===== config.mk =====
export PLATFORM = sky130hd
export DESIGN_NAME = msu_data_fetch_flat
export DESIGN_NICKNAME = d
export VERILOG_FILES = /design/src/rtl/msu_data_fetch_if.sv /design/src/rtl/msu_data_fetch.sv /design/src/flat_wrapper.sv
export SDC_FILE = /design/constraint.sdc
export NUM_CORES = 1
export LEC_CHECK = 0
export BUFFER_PORTS_ARGS = -buffer_cell sky130_fd_sc_hd__buf_2
export CORE_AREA = 5 5 181 183
export CTS_CLUSTER_SIZE = 28
export DETAILED_ROUTE_END_ITERATION = 10
export DIE_AREA = 0 0 186 188
export GPL_TIMING_DRIVEN = 0
export PLACE_DENSITY = 0.51
export SLEW_MARGIN = 15
export SYNTH_ARGS = -nofsm -noshare
export SYNTH_HDL_FRONTEND = slang
export SYNTH_SLANG_ARGS = --single-unit

===== constraint.sdc =====
create_clock -name CLK -period 3.7 [get_ports CLK]
set_input_delay 0.185 -clock CLK [delete_from_list [all_inputs] [get_ports CLK]]
set_output_delay 0.185 -clock CLK [all_outputs]
set_load 0.02 [all_outputs]

===== src/rtl/msu_data_fetch_if.sv =====
// Bus bundle between the MSU register block, the data fetcher and the memory arbiter port.
// The slave modport is the fetcher's view; master is the view of whatever drives it.
interface msu_data_fetch_if #(
    parameter int MEM_AW = 24
);
    logic [31:0]       msu_data_addr;
    logic              msu_data_seek;
    logic              msu_data_req;
    logic [7:0]        msu_data_in;
    logic              msu_status_data_busy;
    logic [MEM_AW-1:0] mem_addr;
    logic              mem_rd;
    logic              mem_ack;
    logic [15:0]       mem_data;

    modport slave (
        input  msu_data_addr, msu_data_seek, msu_data_req, mem_ack, mem_data,
        output msu_data_in, msu_status_data_busy, mem_addr, mem_rd
    );

    modport master (
        output msu_data_addr, msu_data_seek, msu_data_req, mem_ack, mem_data,
        input  msu_data_in, msu_status_data_busy, mem_addr, mem_rd
    );
endinterface


===== src/rtl/msu_data_fetch.sv =====
// MSU-1 data port responder: streams bytes of the mounted data file from word memory
// through a small prefetch FIFO and presents the head byte to the MSU register block.
module msu_data_fetch #(
    parameter int MEM_AW     = 24,
    parameter int FIFO_DEPTH = 16
) (
    input  logic            CLK,
    input  logic            RST_N,
    msu_data_fetch_if.slave bus
);
    localparam int PW = $clog2(FIFO_DEPTH);
    localparam int CW = PW + 1;
    localparam logic [CW-1:0] FILL_LIMIT = CW'(FIFO_DEPTH - 2);

    typedef enum logic [1:0] {
        S_IDLE  = 2'd0,
        S_FETCH = 2'd1,
        S_DRAIN = 2'd2
    } state_t;

    state_t            r_state;
    logic [MEM_AW-1:0] r_fptr;
    logic [MEM_AW-1:0] r_mem_addr;
    logic              r_mem_rd;
    logic              r_skip_odd;
    logic              r_valid;
    logic              r_busy;
    logic [7:0]        r_dout;
    logic [7:0]        r_fifo [FIFO_DEPTH];
    logic [PW-1:0]     r_wptr;
    logic [PW-1:0]     r_rptr;
    logic [CW-1:0]     r_count;

    logic              w_push_lo;
    logic              w_push_hi;
    logic              w_pop;
    logic [1:0]        w_push_n;
    logic [PW-1:0]     w_hi_idx;
    logic              w_unused_addr;

    assign w_unused_addr = ^bus.msu_data_addr[31:MEM_AW+1];

    // Decode this cycle's FIFO traffic; a seek overrides both push and pop.
    always_comb begin
        w_push_lo = 1'b0;
        w_push_hi = 1'b0;
        w_pop     = 1'b0;
        w_hi_idx  = r_wptr;
        if (!bus.msu_data_seek) begin
            w_push_hi = bus.mem_ack && (r_state == S_FETCH);
            w_push_lo = w_push_hi && !r_skip_odd;
            w_pop     = bus.msu_data_req && r_valid && !r_busy && (r_count != CW'(0));
        end else begin
            w_pop     = 1'b0;
        end
        w_push_n = {1'b0, w_push_lo} + {1'b0, w_push_hi};
        if (w_push_lo) begin
            w_hi_idx = r_wptr + PW'(1);
        end else begin
            w_hi_idx = r_wptr;
        end
    end

    // Control FSM, stream pointer, FIFO bookkeeping and busy flag.
    always_ff @(posedge CLK or negedge RST_N) begin
        if (!RST_N) begin
            r_state    <= S_IDLE;
            r_fptr     <= {MEM_AW{1'b0}};
            r_mem_addr <= {MEM_AW{1'b0}};
            r_mem_rd   <= 1'b0;
            r_skip_odd <= 1'b0;
            r_valid    <= 1'b0;
            r_busy     <= 1'b0;
            r_wptr     <= PW'(0);
            r_rptr     <= PW'(0);
            r_count    <= CW'(0);
        end else if (bus.msu_data_seek) begin
            r_fptr     <= bus.msu_data_addr[MEM_AW:1];
            r_skip_odd <= bus.msu_data_addr[0];
            r_valid    <= 1'b1;
            r_busy     <= 1'b1;
            r_wptr     <= PW'(0);
            r_rptr     <= PW'(0);
            r_count    <= CW'(0);
            // An outstanding read can't be cancelled; its data is simply never pushed.
            case (r_state)
                S_FETCH, S_DRAIN: begin
                    if (bus.mem_ack) begin
                        r_state  <= S_IDLE;
                        r_mem_rd <= 1'b0;
                    end else begin
                        r_state  <= S_DRAIN;
                    end
                end
                default: r_state <= S_IDLE;
            endcase
        end else begin
            r_count <= r_count + CW'(w_push_n) - CW'(w_pop);
            r_wptr  <= r_wptr + PW'(w_push_n);
            r_rptr  <= r_rptr + PW'(w_pop);
            if (w_pop && (r_count == CW'(1)) && (w_push_n == 2'd0)) begin
                r_busy <= 1'b1;
            end else if (r_count != CW'(0)) begin
                r_busy <= 1'b0;
            end
            case (r_state)
                S_IDLE: begin
                    if (r_valid && (r_count <= FILL_LIMIT)) begin
                        r_state    <= S_FETCH;
                        r_mem_rd   <= 1'b1;
                        r_mem_addr <= r_fptr;
                    end
                end
                S_FETCH: begin
                    if (bus.mem_ack) begin
                        r_state    <= S_IDLE;
                        r_mem_rd   <= 1'b0;
                        r_fptr     <= r_fptr + MEM_AW'(1);
                        r_skip_odd <= 1'b0;
                    end
                end
                S_DRAIN: begin
                    if (bus.mem_ack) begin
                        r_state  <= S_IDLE;
                        r_mem_rd <= 1'b0;
                    end
                end
                default: begin
                    r_state  <= S_IDLE;
                    r_mem_rd <= 1'b0;
                end
            endcase
        end
    end

    // Byte storage; occupancy lives in the pointers so the array needs no reset.
    always_ff @(posedge CLK) begin
        if (w_push_lo) begin
            r_fifo[r_wptr] <= bus.mem_data[7:0];
        end
        if (w_push_hi) begin
            r_fifo[w_hi_idx] <= bus.mem_data[15:8];
        end
    end

    // Output byte tracks the FIFO head and holds its last value while empty.
    always_ff @(posedge CLK or negedge RST_N) begin
        if (!RST_N) begin
            r_dout <= 8'h00;
        end else if (r_count != CW'(0)) begin
            r_dout <= r_fifo[r_rptr];
        end
    end

    assign bus.msu_data_in          = r_dout;
    assign bus.msu_status_data_busy = r_busy;
    assign bus.mem_addr             = r_mem_addr;
    assign bus.mem_rd               = r_mem_rd;
endmodule


===== src/flat_wrapper.sv =====
// flat-port wrapper written by rule: the top's interface ports become plain ports
module msu_data_fetch_flat 
#(
    parameter int MEM_AW     = 24,
    parameter int FIFO_DEPTH = 16
)
  (CLK, RST_N, bus_msu_data_addr, bus_msu_data_seek, bus_msu_data_req, bus_mem_ack, bus_mem_data, bus_msu_data_in, bus_msu_status_data_busy, bus_mem_addr, bus_mem_rd);
  msu_data_fetch_if #(.MEM_AW(MEM_AW)) bus_i ();
  input  logic CLK;
  input  logic RST_N;
  input wire logic [$bits(bus_i.msu_data_addr)-1:0] bus_msu_data_addr;
  input wire logic [$bits(bus_i.msu_data_seek)-1:0] bus_msu_data_seek;
  input wire logic [$bits(bus_i.msu_data_req)-1:0] bus_msu_data_req;
  input wire logic [$bits(bus_i.mem_ack)-1:0] bus_mem_ack;
  input wire logic [$bits(bus_i.mem_data)-1:0] bus_mem_data;
  output wire logic [$bits(bus_i.msu_data_in)-1:0] bus_msu_data_in;
  output wire logic [$bits(bus_i.msu_status_data_busy)-1:0] bus_msu_status_data_busy;
  output wire logic [$bits(bus_i.mem_addr)-1:0] bus_mem_addr;
  output wire logic [$bits(bus_i.mem_rd)-1:0] bus_mem_rd;
  assign bus_i.msu_data_addr = bus_msu_data_addr;
  assign bus_i.msu_data_seek = bus_msu_data_seek;
  assign bus_i.msu_data_req = bus_msu_data_req;
  assign bus_i.mem_ack = bus_mem_ack;
  assign bus_i.mem_data = bus_mem_data;
  assign bus_msu_data_in = bus_i.msu_data_in;
  assign bus_msu_status_data_busy = bus_i.msu_status_data_busy;
  assign bus_mem_addr = bus_i.mem_addr;
  assign bus_mem_rd = bus_i.mem_rd;
  msu_data_fetch #(.MEM_AW(MEM_AW), .FIFO_DEPTH(FIFO_DEPTH)) u_core (.CLK(CLK), .RST_N(RST_N), .bus(bus_i));
endmodule

### After elaboration in Yosys (flattened, before gate mapping)

Memories as Yosys holds them, arrays and structs flattened. A register that Yosys moved wholly into a read port is not among the register bits.
Index checks and enable logic that the tools add are counted.

* memories: 1
* output and inout port bits: 34
* flip-flop bits (word level): 67
* bits in writable memories: 128
* bits of input ports: 53

* multiplexer cells: 31
* add/subtract/negate cells: 7
* bitwise gates (word level): 1
* $lt $le $gt $ge: 1
* reduce and logical (&&, ||, !) cells: 22
* eq/ne operators: 6

Memory list
* u_core.r_fifo: depth 16, width 8, rd ports 1, clocked after Yosys merged registers in 1, wr ports 2, RTL line msu_data_fetch.sv:29 `logic [7:0] r_fifo [FIFO_DEPTH];`

Operators with widths (count)
* 24-bit two-way mux: 3
* 24-bit by 1-bit adder with 24-bit output, second input constant: 1
* 1-bit two-way mux: 17
* 4-bit two-way mux: 3
* 2-bit two-way mux: 5
* 1-bit logical AND: 8
* 2-bit AND reduction: 3
* 5-bit by 2-bit adder with 5-bit output: 1
* 5-bit by 1-bit == test with 1-bit output, second input constant: 1
* 5-bit by 4-bit less-or-equal comparator with 1-bit output, second input constant: 1
* 5-bit two-way mux: 1
* 5-bit nonzero test: 1
* 5-bit by 1-bit subtractor with 5-bit output: 1
* 4-bit by 1-bit adder with 4-bit output: 1
* 4-bit by 1-bit adder with 4-bit output, second input constant: 1
* 4-bit by 2-bit adder with 4-bit output: 1
* 2-bit logical NOT: 2
* 2-bit one-hot mux with 2 select lines: 1
* 2-bit nonzero test: 2
* 1-bit logical NOT: 3
* 3-bit by 1-bit != test with 1-bit output, second input constant: 1
* 3-bit by 2-bit != test with 1-bit output, second input constant: 1
* 3-bit AND reduction: 1
* 3-bit nonzero test: 1
* other kinds (7): 7

### Depth between registers and ports, before layout

* depth after elaboration: 9
* mapped depth: 15
* gate-level depth less buffers: 14

### Worst setup path after synthesis

OpenSTA, ideal clock, no wires.

* path kind: flip-flop to flip-flop
* from: reg u_core.r_count[2]
* to: reg u_core.r_count[4]
* setup time: 132 ps
* slack: 770 ps
* period minus slack after synthesis: 2930 ps
* required time: 3568 ps
* arrival: 2798 ps
* stages on the path, launching flop included: 16
* cells stage by stage: dfrtp_1 inv_1 ha_1 nor4b_2 clkbuf_1 nor2_1 ha_1 inv_1 ha_1 inv_1 fa_1 inv_1 a21oi_1 o21bai_1 xnor2_1 nor2_1

* longest elaborated chain between the ends: 5
* elaborated cells between the ends (all ways): 6

RTL lines
* start, declared: RTL line msu_data_fetch.sv:32 `logic [CW-1:0] r_count;`
* start signal, assigned: RTL line msu_data_fetch.sv:98 `r_count <= r_count + CW'(w_push_n) - CW'(w_pop);`
* branches (longest 3 deep; another with 5-bit by 2-bit adder with 5-bit output)
* 5-bit by 1-bit subtractor with 5-bit output (*): RTL line msu_data_fetch.sv:98
* 5-bit two-way mux (*): RTL line msu_data_fetch.sv:77 `end else if (bus.msu_data_seek) begin`

Mark *: on every way between the ends.
A chain may end at the register's enable or synchronous reset.

### Worst setup path after layout

Ends and elaborated chain as after synthesis.

==> reports/metrics.yaml <==
status:
  status: "finished, final reports clean"
sta:
  fin_worst_skew_ns: 0.0241
  grt_setup_unrepaired: "false"
  hold_viol: 0
  worst_pin_slew_ns: 0.995
  slew_violations: 0
  finalCritPeriodShare: 0.916
  worst_slack_ns: 0.310
  tns_ns: 0
  setup_viol: 0
  slew_headroom: 0.337
  timing.hold.ws_ns: 0.0655
  fmax_mhz: 295
  fin_crit_ns: 3.39
final_layout:
  syn_to_final_growth_pct: 18.4
  n_antenna_cell: 0
  layout.cells.non_filler: 1326
  drive_gt1_frac: 0.371
  layout_common_cells: "mux2_2 (160), edfxtp_1 (128), buf_2 (86)"
  final_common_cell: "mux2_2"
  final_util: 0.405
  nNetsFinal: 984
die:
  die_h_um: 188
  dieArea_um2: 35000
  dieWidth_um: 186
  coreArea_um2: 31100
  pin_count: 87
  initial_core_util: 0.342
  row_count: 65
grt:
  grt_overflow: 0
  track_usage: 0.158
  grt_pass1_vias: 7052
  grt_pass1_wl_um: 43200
  antenna_found_initial: 0
  grt_max_degree: 52
critical_path:
  required_ns: 4.07
  cp-start-kind: "flip-flop"
  r2r_end: "u_core.r_count[4]$_DFF_PN0_"
  end_kind: "flip-flop"
  r2r_cells: 15
  crit_arrival_ns: 3.76
  cp_max_fo: 10
  crit_start: "u_core.r_count[2]$_DFF_PN0_"
  path_class: "flip-flop to flip-flop"
  r2r_setup_slack_ns: 0.31
  regToRegStartpoint: "u_core.r_count[2]$_DFF_PN0_"
placed_design:
  gp_congestion: 0.786
  pre_cts_slack_ns: 0.0751
  dp_hpwl_um: 19800
  dp_cells: 1256
  numPortBuffers: 79
routing:
  drt_wl_total_um: 27600
  drc: 0
  vias_per_cell: 5.12
  dr_total_vias: 6784
  wl_per_cell_um: 20.9
  drtPass1Iterations: 5
  final_antenna_net_count: 0
  drtIter0Drc: 572
clocking:
  htree_levels: 1
  cts_setup_buffers: 0
  cts_buffers: 24
  clock_sink_count: 203
  clkTransAtPathRegs_ns: 0.06
  cts_root_buffer: "clkbuf_16"
  cts_tree: "done"
  clock_latency_ns: 0.53
  clock_path_buffers: 3
synth:
  synthesis.area_um2: 10600
  async_flop_share: 0.369
  syn_inst: 774
  synth_fp_nets: 852
  ys_seq_area_frac: 0.539
  synth-edff-count: 128
  synth-seq-cells: 203
  synth_top_cell_by_area: "edfxtp_1"
  syn_area_per_cell_um2: 13.7
  synth_area_leaders: "edfxtp_1 (36%), dfrtp_1 (18%), mux2_2 (17%)"
  yosysTopAreaCellShare: 0.362
  ys.flop_type: "edfxtp_1"
  yosys.cell_types.count: 56
  ys_warn_count: 0
pwr:
  powerDensity_nw_per_um2: 532
  power_leakage_uw: 0.00471
  vdd_drop_max_v: 0.000262
hold_path:
  hold_start: "bus_mem_data[13]"
  hp-class: "primary input to flip-flop"
  holdPathStages: 2
  holdPathEnd: "u_core.r_fifo[3][5]$_DFFE_PP_"
flow_run:
  drv_cap: 0
cell families (layout without fill, tap and decap cells):
family	count (synthesis)	after routing	share of synthesized area
multiplexers	196	196	0.241
XOR/XNOR	34	34	0.0280
flip-flops	203	203	0.539
AO/OA/AOI/OAI	73	73	0.0469
buffers and inverters	67	217	0.0253
AND/OR/NAND/NOR	176	176	0.0888
adder cells (fa/ha/maj)	25	25	0.0309
power breakdown:
part	switching (uW)	leakage (uW)	internal, uW
Combinational	888	0.00226	658
Clock	967	0.000379	1330
Sequential	168	0.00208	2680
Total	2020	0.00471	4670
worst max-delay path, cell delays in order, from the launching register on:
cell	delay, ns
dfrtp_1	0.40
inv_1	0.12
ha_1	0.20
nor4b_4	0.47
clkbuf_1	0.42
nor2_1	0.17
ha_1	0.31
inv_1	0.06
ha_1	0.16
inv_1	0.05
fa_1	0.40
inv_1	0.07
a21oi_1	0.07
o21bai_1	0.16
xnor2_1	0.14
nor2_1	0.05
layout make-up:
type                       instances  area [um^2]
tap                              402          503
sequential                       203         5720
buffer                            48          198
clock inverter                    13          101
clock buffer                      31          658
multi-input combinational        504         4640
timing repair buffer             106          686
fill                            2982        18500
inverter                          19         71.3
stage by stage:
stage	instance area, um^2	power (uW)
after floorplan	10600	3900
after global placement	11500	4400
after detailed placement	11500	4430
after CTS	12600	6760
after global routing	12600	7050
final	12600	6690
layer usage:
| layer | track usage | share of wire | up-vias |
|---|---|---|---|
| li1 | - | - | 3169 |
| met1 | 0.242 | 0.49 | 3400 |
| met2 | 0.241 | 0.44 | 190 |
| met3 | 0.0233 | 0.052 | 25 |
| met4 | 0.0277 | 0.012 | 0 |
| met5 | 0 | 0 | - |
sequential cells by signal, summed over array words and instances (netlist names):
register / cells
u_core.r_state: 2
u_core.bus.msu_status_data_busy: 1
u_core.bus.msu_data_in: 8
u_core.r_valid: 1
u_core.r_skip_odd: 1
u_core.r_rptr: 4
u_core.r_wptr: 4
u_core.r_fptr: 24
u_core.r_fifo: 128
u_core.bus.mem_rd: 1
u_core.bus.mem_addr: 24
u_core.r_count: 5
worst max path at each step:
| stage | end | slack, ns | cells past startpoint |
|---|---|---|---|
| after floorplan | u_core.r_count[4]$_DFF_PN0_ | 0.77 | 15 |
| after global placement | u_core.r_count[4]$_DFF_PN0_ | 0.08 | 15 |
| after detailed placement | u_core.r_count[4]$_DFF_PN0_ | 0.08 | 15 |
| after CTS | u_core.r_count[4]$_DFF_PN0_ | 0.04 | 15 |
| after global routing | u_core.r_count[4]$_DFF_PN0_ | 0.02 | 15 |
| final | u_core.r_count[4]$_DFF_PN0_ | 0.31 | 15 |
repair_timing:
action / in CTS / in global routing
resized for setup: 0 / 1
hold buffers: 26 / 0
setup endpoints to repair: 0 / 1
endpoints found under the hold margin: 100 / 0
cells in the mapped netlist, drive strengths merged (10+ instances only):
library cell,count
ha,23
clkbuf,33
xor2,16
nand2,63
nor2b,10
dfrtp,75
o21ai,31
nor3,11
nand3,19
inv,19
edfxtp,128
nor2,29
a22oi,11
xnor2,18
nand4,12
buf,15
mux2,160
mux4,32
No activity file was read; power rests on OpenSTA's default activity.
